**src/rtl/rx_sync_detect.sv**
```systemverilog
// Bit-serial frame synchroniser: hunts a 16-bit sync word with error tolerance,
// then collects a payload, checks a trailing CRC-8 and holds the result until acked.
module rx_sync_detect #(
   parameter logic [15:0] SYNC_WORD    = 16'hD391,
   parameter int          MAX_ERR      = 0,
   parameter int          PAYLOAD_BITS = 24,
   parameter logic [7:0]  CRC_POLY     = 8'h07
) (
   input  logic                    clk,
   input  logic                    rst,
   input  logic                    din,
   input  logic                    bit_en,
   input  logic                    rx_mode,
   input  logic                    pkt_ack,
   output logic                    sync_det,
   output logic                    pkt_rec,
   output logic [PAYLOAD_BITS-1:0] payload,
   output logic                    crc_err,
   output logic                    ovr,
   output logic [1:0]              state_o
);

   localparam int CW = $clog2(PAYLOAD_BITS) + 1;

   localparam logic [1:0] SEARCH  = 2'd0;
   localparam logic [1:0] PAYLOAD = 2'd1;
   localparam logic [1:0] CHECK   = 2'd2;
   localparam logic [1:0] HOLD    = 2'd3;

   localparam logic [CW-1:0] LAST_PL  = CW'(PAYLOAD_BITS - 1);
   localparam logic [CW-1:0] LAST_CRC = CW'(7);
   localparam logic [4:0]    ERR_LIM  = 5'(MAX_ERR);

   logic [1:0]    state;
   logic [15:0]   sr;
   logic [4:0]    fill;
   logic [CW-1:0] bcnt;
   logic [7:0]    crc;

   logic [15:0]   sr_nxt;
   logic [15:0]   diff;
   logic [4:0]    err_cnt;
   logic [7:0]    crc_nxt;
   logic          match;

   assign sr_nxt  = {sr[14:0], din};
   assign diff    = sr_nxt ^ SYNC_WORD;
   assign crc_nxt = {crc[6:0], 1'b0} ^ ({8{crc[7] ^ din}} & CRC_POLY);

   always_comb begin
      err_cnt = '0;
      for (int i = 0; i < 16; i++) err_cnt = err_cnt + 5'(diff[i]);
   end

   // fill==15 means the current strobe is the 16th fresh bit
   assign match   = (fill >= 5'd15) && (err_cnt <= ERR_LIM);
   assign state_o = state;

   always_ff @(posedge clk or negedge rst) begin
      if (!rst) begin
         state    <= SEARCH;
         sr       <= '0;
         fill     <= '0;
         bcnt     <= '0;
         crc      <= '0;
         payload  <= '0;
         sync_det <= 1'b0;
         pkt_rec  <= 1'b0;
         crc_err  <= 1'b0;
         ovr      <= 1'b0;
      end else begin
         sync_det <= 1'b0;
         crc_err  <= 1'b0;
         if (!rx_mode) begin
            // payload is deliberately kept; everything else returns to idle
            state   <= SEARCH;
            sr      <= '0;
            fill    <= '0;
            bcnt    <= '0;
            crc     <= '0;
            pkt_rec <= 1'b0;
            ovr     <= 1'b0;
         end else begin
            case (state)
               SEARCH: if (bit_en) begin
                  sr <= sr_nxt;
                  if (fill != 5'd16) fill <= fill + 5'd1;
                  if (match) begin
                     sync_det <= 1'b1;
                     state    <= PAYLOAD;
                     crc      <= '0;
                     bcnt     <= '0;
                  end
               end
               PAYLOAD: if (bit_en) begin
                  payload <= {payload[PAYLOAD_BITS-2:0], din};
                  crc     <= crc_nxt;
                  if (bcnt == LAST_PL) begin
                     state <= CHECK;
                     bcnt  <= '0;
                  end else begin
                     bcnt <= bcnt + 1'b1;
                  end
               end
               CHECK: if (bit_en) begin
                  crc <= crc_nxt;
                  if (bcnt == LAST_CRC) begin
                     bcnt <= '0;
                     if (crc_nxt == 8'h00) begin
                        state   <= HOLD;
                        pkt_rec <= 1'b1;
                     end else begin
                        crc_err <= 1'b1;
                        state   <= SEARCH;
                        sr      <= '0;
                        fill    <= '0;
                     end
                  end else begin
                     bcnt <= bcnt + 1'b1;
                  end
               end
               default: begin
                  // HOLD: incoming bits are lost, ack still wins
                  if (bit_en) ovr <= 1'b1;
                  if (pkt_ack) begin
                     pkt_rec <= 1'b0;
                     state   <= SEARCH;
                     sr      <= '0;
                     fill    <= '0;
                  end
               end
            endcase
         end
      end
   end

endmodule

```
**config.mk**
```make
export PLATFORM = sky130hd
export DESIGN_NAME = rx_sync_detect
export DESIGN_NICKNAME = d
export VERILOG_FILES = /design/src/rtl/rx_sync_detect.sv
export SDC_FILE = /design/constraint.sdc
export NUM_CORES = 1
export LEC_CHECK = 0
export BUFFER_PORTS_ARGS = -buffer_cell sky130_fd_sc_hd__buf_2
export CELL_PAD_IN_SITES_DETAIL_PLACEMENT = 0
export CELL_PAD_IN_SITES_GLOBAL_PLACEMENT = 1
export CORE_MARGIN = 3
export CORE_UTILIZATION = 42
export DETAILED_ROUTE_END_ITERATION = 8
export PLACE_DENSITY = 0.85
export SYNTH_ARGS = -nofsm -noshare
export SYNTH_HDL_FRONTEND = slang
export SYNTH_SLANG_ARGS = --single-unit
```
**constraint.sdc**
```tcl
create_clock -name clk -period 5 [get_ports clk]
set_clock_uncertainty 0.15 [all_clocks]
set_input_delay 0.5 -clock clk [delete_from_list [all_inputs] [get_ports clk]]
set_output_delay 0.5 -clock clk [all_outputs]
set_load 0.03 [all_outputs]
```
## After elaboration in Yosys (flattened, before gate mapping)

Cells that the tools add are included.

- Register bits after elaboration: 64
- Logic and storage cells: 126

- Add/subtract/negate cells: 17
- Magnitude comparators: 2
- Equality and inequality tests: 24
- Multiplexer cells: 56
- Bitwise logic cells: 3
- Reductions and logical operators: 14

Operators by type and width:

| kind | count |
|---|---|
| 2-to-1 mux 15 bit | 6 |
| adder 5 x 1 -> 5 bit | 11 |
| case mux 15 bit (3 select lines) | 1 |
| 2-to-1 mux 6 bit | 7 |
| 2-to-1 mux 5 bit | 7 |
| 2-to-1 mux 8 bit | 4 |
| != test 3 bit, second input constant | 10 |
| 2-to-1 mux 2 bit | 9 |
| case mux 6 bit (3 select lines) | 1 |
| 2-to-1 mux 1 bit | 17 |
| case mux 8 bit (2 select lines) | 1 |
| case mux 5 bit (3 select lines) | 1 |
| AND reduction 7 bit | 2 |
| AND reduction 5 bit | 2 |
| zero test 8 bit | 1 |
| != test 2 bit, second input constant | 4 |
| != test 4 x 1 -> 1 bit, second input constant | 2 |
| inverter 8 bit | 1 |
| bitwise XOR 8 x 3 -> 8 bit | 1 |
| adder 6 x 1 -> 6 bit, second input constant | 1 |
| equality test 6 x 3 -> 1 bit, second input constant | 1 |
| equality test 6 x 5 -> 1 bit, second input constant | 1 |
| case mux 2 bit (3 select lines) | 1 |
| AND reduction 6 bit | 1 |
| other kinds (22) | 23 |

## Logic depth before layout (Yosys ltp)

- Depth after elaboration: 22
- Depth in mapped cells: 14
- Depth with buffers taken out: 14

## Worst setup path before layout

No wires, ideal clock.

- Path kind: reg-to-reg
- Start: register sr[0]
- End: register crc[0]
- Library setup time: 125 ps
- Data arrival time: 4565 ps
- Slack: 160 ps
- Cell stages (with the launch flop): 14
- Buffers on the path: 0
- Period minus slack after synthesis: 4840 ps
- Cells stage by stage: dfrtp_1 -> fa_1 -> inv_1 -> fa_1 -> fa_1 -> fa_1 -> inv_1 -> ha_1 -> fa_1 -> or4_4 -> a211oi_4 -> o21ai_2 -> a22oi_4 -> mux2_2

- Cells in the longest elaborated chain, start to end: 19

RTL lines:

| element | RTL line | text |
|---|---|---|
| start, declared | 35 | `logic [15:0] sr;` |
| start signal, assigned | 86 | `sr <= sr_nxt;` |
| adder 1 x 1 -> 2 bit | 52 | `for (int i = 0; i < 16; i++) err_cnt = err_cnt + 5'(diff[i]);` |
| adder 2 x 1 -> 3 bit | 52 |  |
| adder 3 x 1 -> 4 bit | 52 |  |
| adder 4 x 1 -> 5 bit | 52 |  |
| adder 5 x 1 -> 5 bit (11 in series) | 52 |  |
| less-or-equal comparator 5 x 1 -> 1 bit | 56 | `assign match = (fill >= 5'd15) && (err_cnt <= ERR_LIM);` |
| logical AND 1 bit | 56 |  |
| != test 3 bit (no source line) | n/a |  |
| AND reduction 4 bit (no source line) | n/a |  |
| end signal, assigned | 97 | `crc <= crc_nxt;` |
| end signal, assigned | 106 | `crc <= crc_nxt;` |
| end, declared | 38 | `logic [7:0] crc;` |

Every way passes these cells.
A chain may end at the register's enable or synchronous reset.

## Worst setup path in the final report

- Start: register sr[0]
- End: register crc[7]

Same word-level chain as after synthesis.

==> summary.txt <==
CTS
  • Clock-pin slew on the worst setup and hold paths: around 0.07 ns
  • CTS Buf Count: 9
  • Root Driver: clkbuf_8
  • CTS H-tree depth: 3
  • Clk_lat worst skew: 0.35 ns
  • Longest Clk Path Bufs: 2
  • Sink Count: 64
  • CTS tree: done

Worst setup path
  • Worst Setup EP: crc[7]$_DFFE_PN0P_
  • RR Startpoint: sr[0]$_DFFE_PN0P_
  • Reg2reg end: crc[7]$_DFFE_PN0P_
  • Type of origin of the critical path: flip-flop
  • Worst R2R Setup Slack: ~0.13 ns
  • Worst path required time: around 5.1 ns
  • CP Capture Type: flip-flop
  • CP Launch Point: sr[0]$_DFFE_PN0P_
  • Reg2Reg Depth: 14
  • Worst-path fanout max: 8
  • CP arrival: approximately 5.0 ns
  • Setup CP Type: flip-flop to flip-flop

Layout
  • Share of layout cells above drive strength 1: between 20% and 30%
  • Design Area, Final: approximately 4000 µm²
  • Most frequent cells in the layout: dfrtp_1 (64), buf_2 (35), inv_1 (34)
  • Nets: approximately 380
  • P&R area growth vs syn: 15.3%
  • Final core utilization: 50.2%
  • Non-filler instance count after layout: 453
  • N_diodes: 0
  • Commonest non-fill, non-tap cell in the layout: dfrtp_1

Synth
  • Post-synth top flop: dfrtp_1
  • Synthesized Nets: roughly 340
  • Post-synth EDFFs: 0
  • Post-synthesis simple-gate area fraction: approximately an eighth
  • Post-synthesis sequential area ratio: 47.3%
  • XOR/XNOR Fraction of Synth Area: 0.924%
  • Synth warn: 0
  • Fraction of registers with async set/reset: 100%
  • Avg Cell Area, Syn: around 11 µm²
  • Mux contribution to synthesized area: 12.2%
  • Syn Std Cell Area: between 3000 and 4000 µm²
  • FF+latch count, synth: between 60 and 70
  • Synth Area in Adders: around 11%
  • Largest family of logic cells by synthesized area: simple AND/OR/NAND/NOR gates
  • Synthesized instance count: approximately 300
  • Post-synth cell types: 43
  • Synth Area in Compound Gates: 10.8%

Drt
  • Vias: 2323
  • Drt first pass iters: 4
  • Vias per cell: approximately 5.1
  • Wire per inst: roughly 14 µm
  • Initial DRC count: between 50 and 60
  • Remaining antenna violation count: 0
  • Final wirelength: 6440 µm
  • # DRC: 0

Floorplan
  • Core Box Area: between 7000 and 8000 µm²
  • Die W: between 90 and 100 µm
  • Io pins: 36
  • Core Rows: 32
  • Die height: approximately 96 µm
  • Initial Utilization: between 40% and 50%
  • Die Footprint: 9170 µm²

Run
  • Max_cap viols: 0

Placement
  • Placed Area: between 3000 and 4000 µm²
  • I/O Buffers: 35
  • Dpl hpwl: 4380 µm
  • Gp weighted congestion: about 0.8
  • Placed Cells incl. Taps: between 400 and 500

Power and ir drop
  • Pwr/cell area: 260 nW/µm²
  • Max IR drop VDD: between 0.1 and 0.15 mV
  • Pleak: between 1.5 and 2 nW

STA
  • Finish-stage setup viols: 0
  • Worst Hold Slack: approximately 0.18 ns
  • Fin Setup TNS: 0 ns
  • Slew @ Worst Pin: roughly 1.1 ns
  • Final min period: 4.87 ns
  • Slew headroom: a little over a quarter
  • Slew Viols, Final: 0
  • Final Hold Vio Count: 0
  • RSZ-0062 raised after global routing: false
  • Max Clk Rate: 205 MHz
  • Final worst path period share: 97.4%

Run status
  • Outcome: finished clean

Global routing
  • First-pass GRT wire length: around 11000 µm
  • Congestion Overflow GR: 0
  • Largest net degree at the start of global routing: between 60 and 70
  • Gr usage total: between 10% and 20%
  • Initial antenna violation count: 0
  • Vias in the first global route: ~2200

Min path
  • Hold crit path type: input pin to asynchronous set/reset pin
==> cells in the mapped netlist, types with 4 or more instances <==
master    number  area share (%)
ha_1          14             5.2
nand2_1       32             3.5
nor3_1         5            0.74
inv_1         34             3.8
clkbuf_1      11             1.2
o31ai_1       10             2.2
mux2_2        33              11
o21ai_0       14             2.1
nor2_1        11             1.2
a21oi_1        5            0.74
dfrtp_1       64              47
fa_1          10             5.9
nand3_1        6            0.89
and3_1        10             1.8
mux2i_1        4             1.2
==> through the flow <==
| step | setup WS (ns) | power [mW] |
|---|---|---|
| final | 0.128 | 1.01 |
| after global routing | 0.00577 | 1.06 |
| after CTS | 0.115 | 1.03 |
| after detailed placement | -0.0129 | 0.608 |
| after global placement | 0.0371 | 0.607 |
| after floorplan | 0.160 | 0.580 |
==> power breakdown <==
group | internal, mW | total [mW] | switching [mW] | leakage, nW
Sequential | 0.521 | 0.526 | 0.00430 | 0.891
Clock | 0.194 | 0.413 | 0.219 | 0.0845
Combinational | 0.0281 | 0.0758 | 0.0478 | 1.01
==> cell families (layout without fill, tap and decap cells) <==
kind of cell | after synthesis | in the layout
adder cells (fa/ha/maj) | 24 | 24
buffers and inverters | 47 | 91
AO/OA/AOI/OAI | 50 | 50
AND/OR/NAND/NOR | 83 | 83
multiplexers | 37 | 37
flip-flops | 64 | 64
XOR/XNOR | 2 | 2
==> critical path, stage by stage, from the launching register on <==
cell	delay [ns]
dfrtp_1	0.40
fa_1	0.54
inv_1	0.05
fa_1	0.52
fa_1	0.43
fa_1	0.50
inv_1	0.04
ha_1	0.19
fa_1	0.44
or4_4	0.44
a211oi_4	0.24
o21ai_2	0.13
a22oi_4	0.20
buf_12	0.15
mux2_2	0.33
==> timing repair <==
action / 4_1_cts / 5_1_grt
endpoints found under the hold margin: 0 / 0
endpoints found under the setup margin: 8 / 2
buffers inserted: 2 / 0
hold buffers: 0 / 0
resized for setup: 2 / 1
pin swaps: 4 / 1
==> sequential cells by signal (all words and copies together) (netlist names) <==
signal	count
ovr	1
bcnt	6
state_o	2
sync_det	1
crc	8
crc_err	1
sr	15
fill	5
payload	24
pkt_rec	1
==> worst min-delay path by stage <==
stage                            from                  end  slack [ns]  cells after the start
CTS                               rst   sr[12]$_DFFE_PN0P_        0.20                      2
global route                      rst    sr[9]$_DFFE_PN0P_        0.24                      2
finish                            rst    sr[9]$_DFFE_PN0P_        0.18                      2
global placement    sr[9]$_DFFE_PN0P_    sr[9]$_DFFE_PN0P_        0.31                      2
detailed placement  sr[8]$_DFFE_PN0P_    sr[8]$_DFFE_PN0P_        0.32                      2
floorplan                         rst  bcnt[0]$_DFFE_PN0P_        0.05                      0
==> per-layer routing <==
layer / part of all wire [%] / vias to the layer above / track usage (%)
met3: 3.8 / 6 / 4.61
met2: 47 / 40 / 22.6
met1: 48 / 1130 / 21.3
met5: 0 / - / 0
li1: - / 1147 / -
met4: 0.92 / 0 / 4.86
==> area by class of cell <==
type                            instances  area, µm²
Clock buffer                           10        138
Clock inverter                          6       45.0
Fill cell                             709       3870
Inverter                               34        128
Multi-Input combinational cell        196       1630
Sequential cell                        64       1600
Tap cell                              102        128
Timing Repair Buffer                   41        233
No activity file was read; power rests on OpenSTA's default activity.
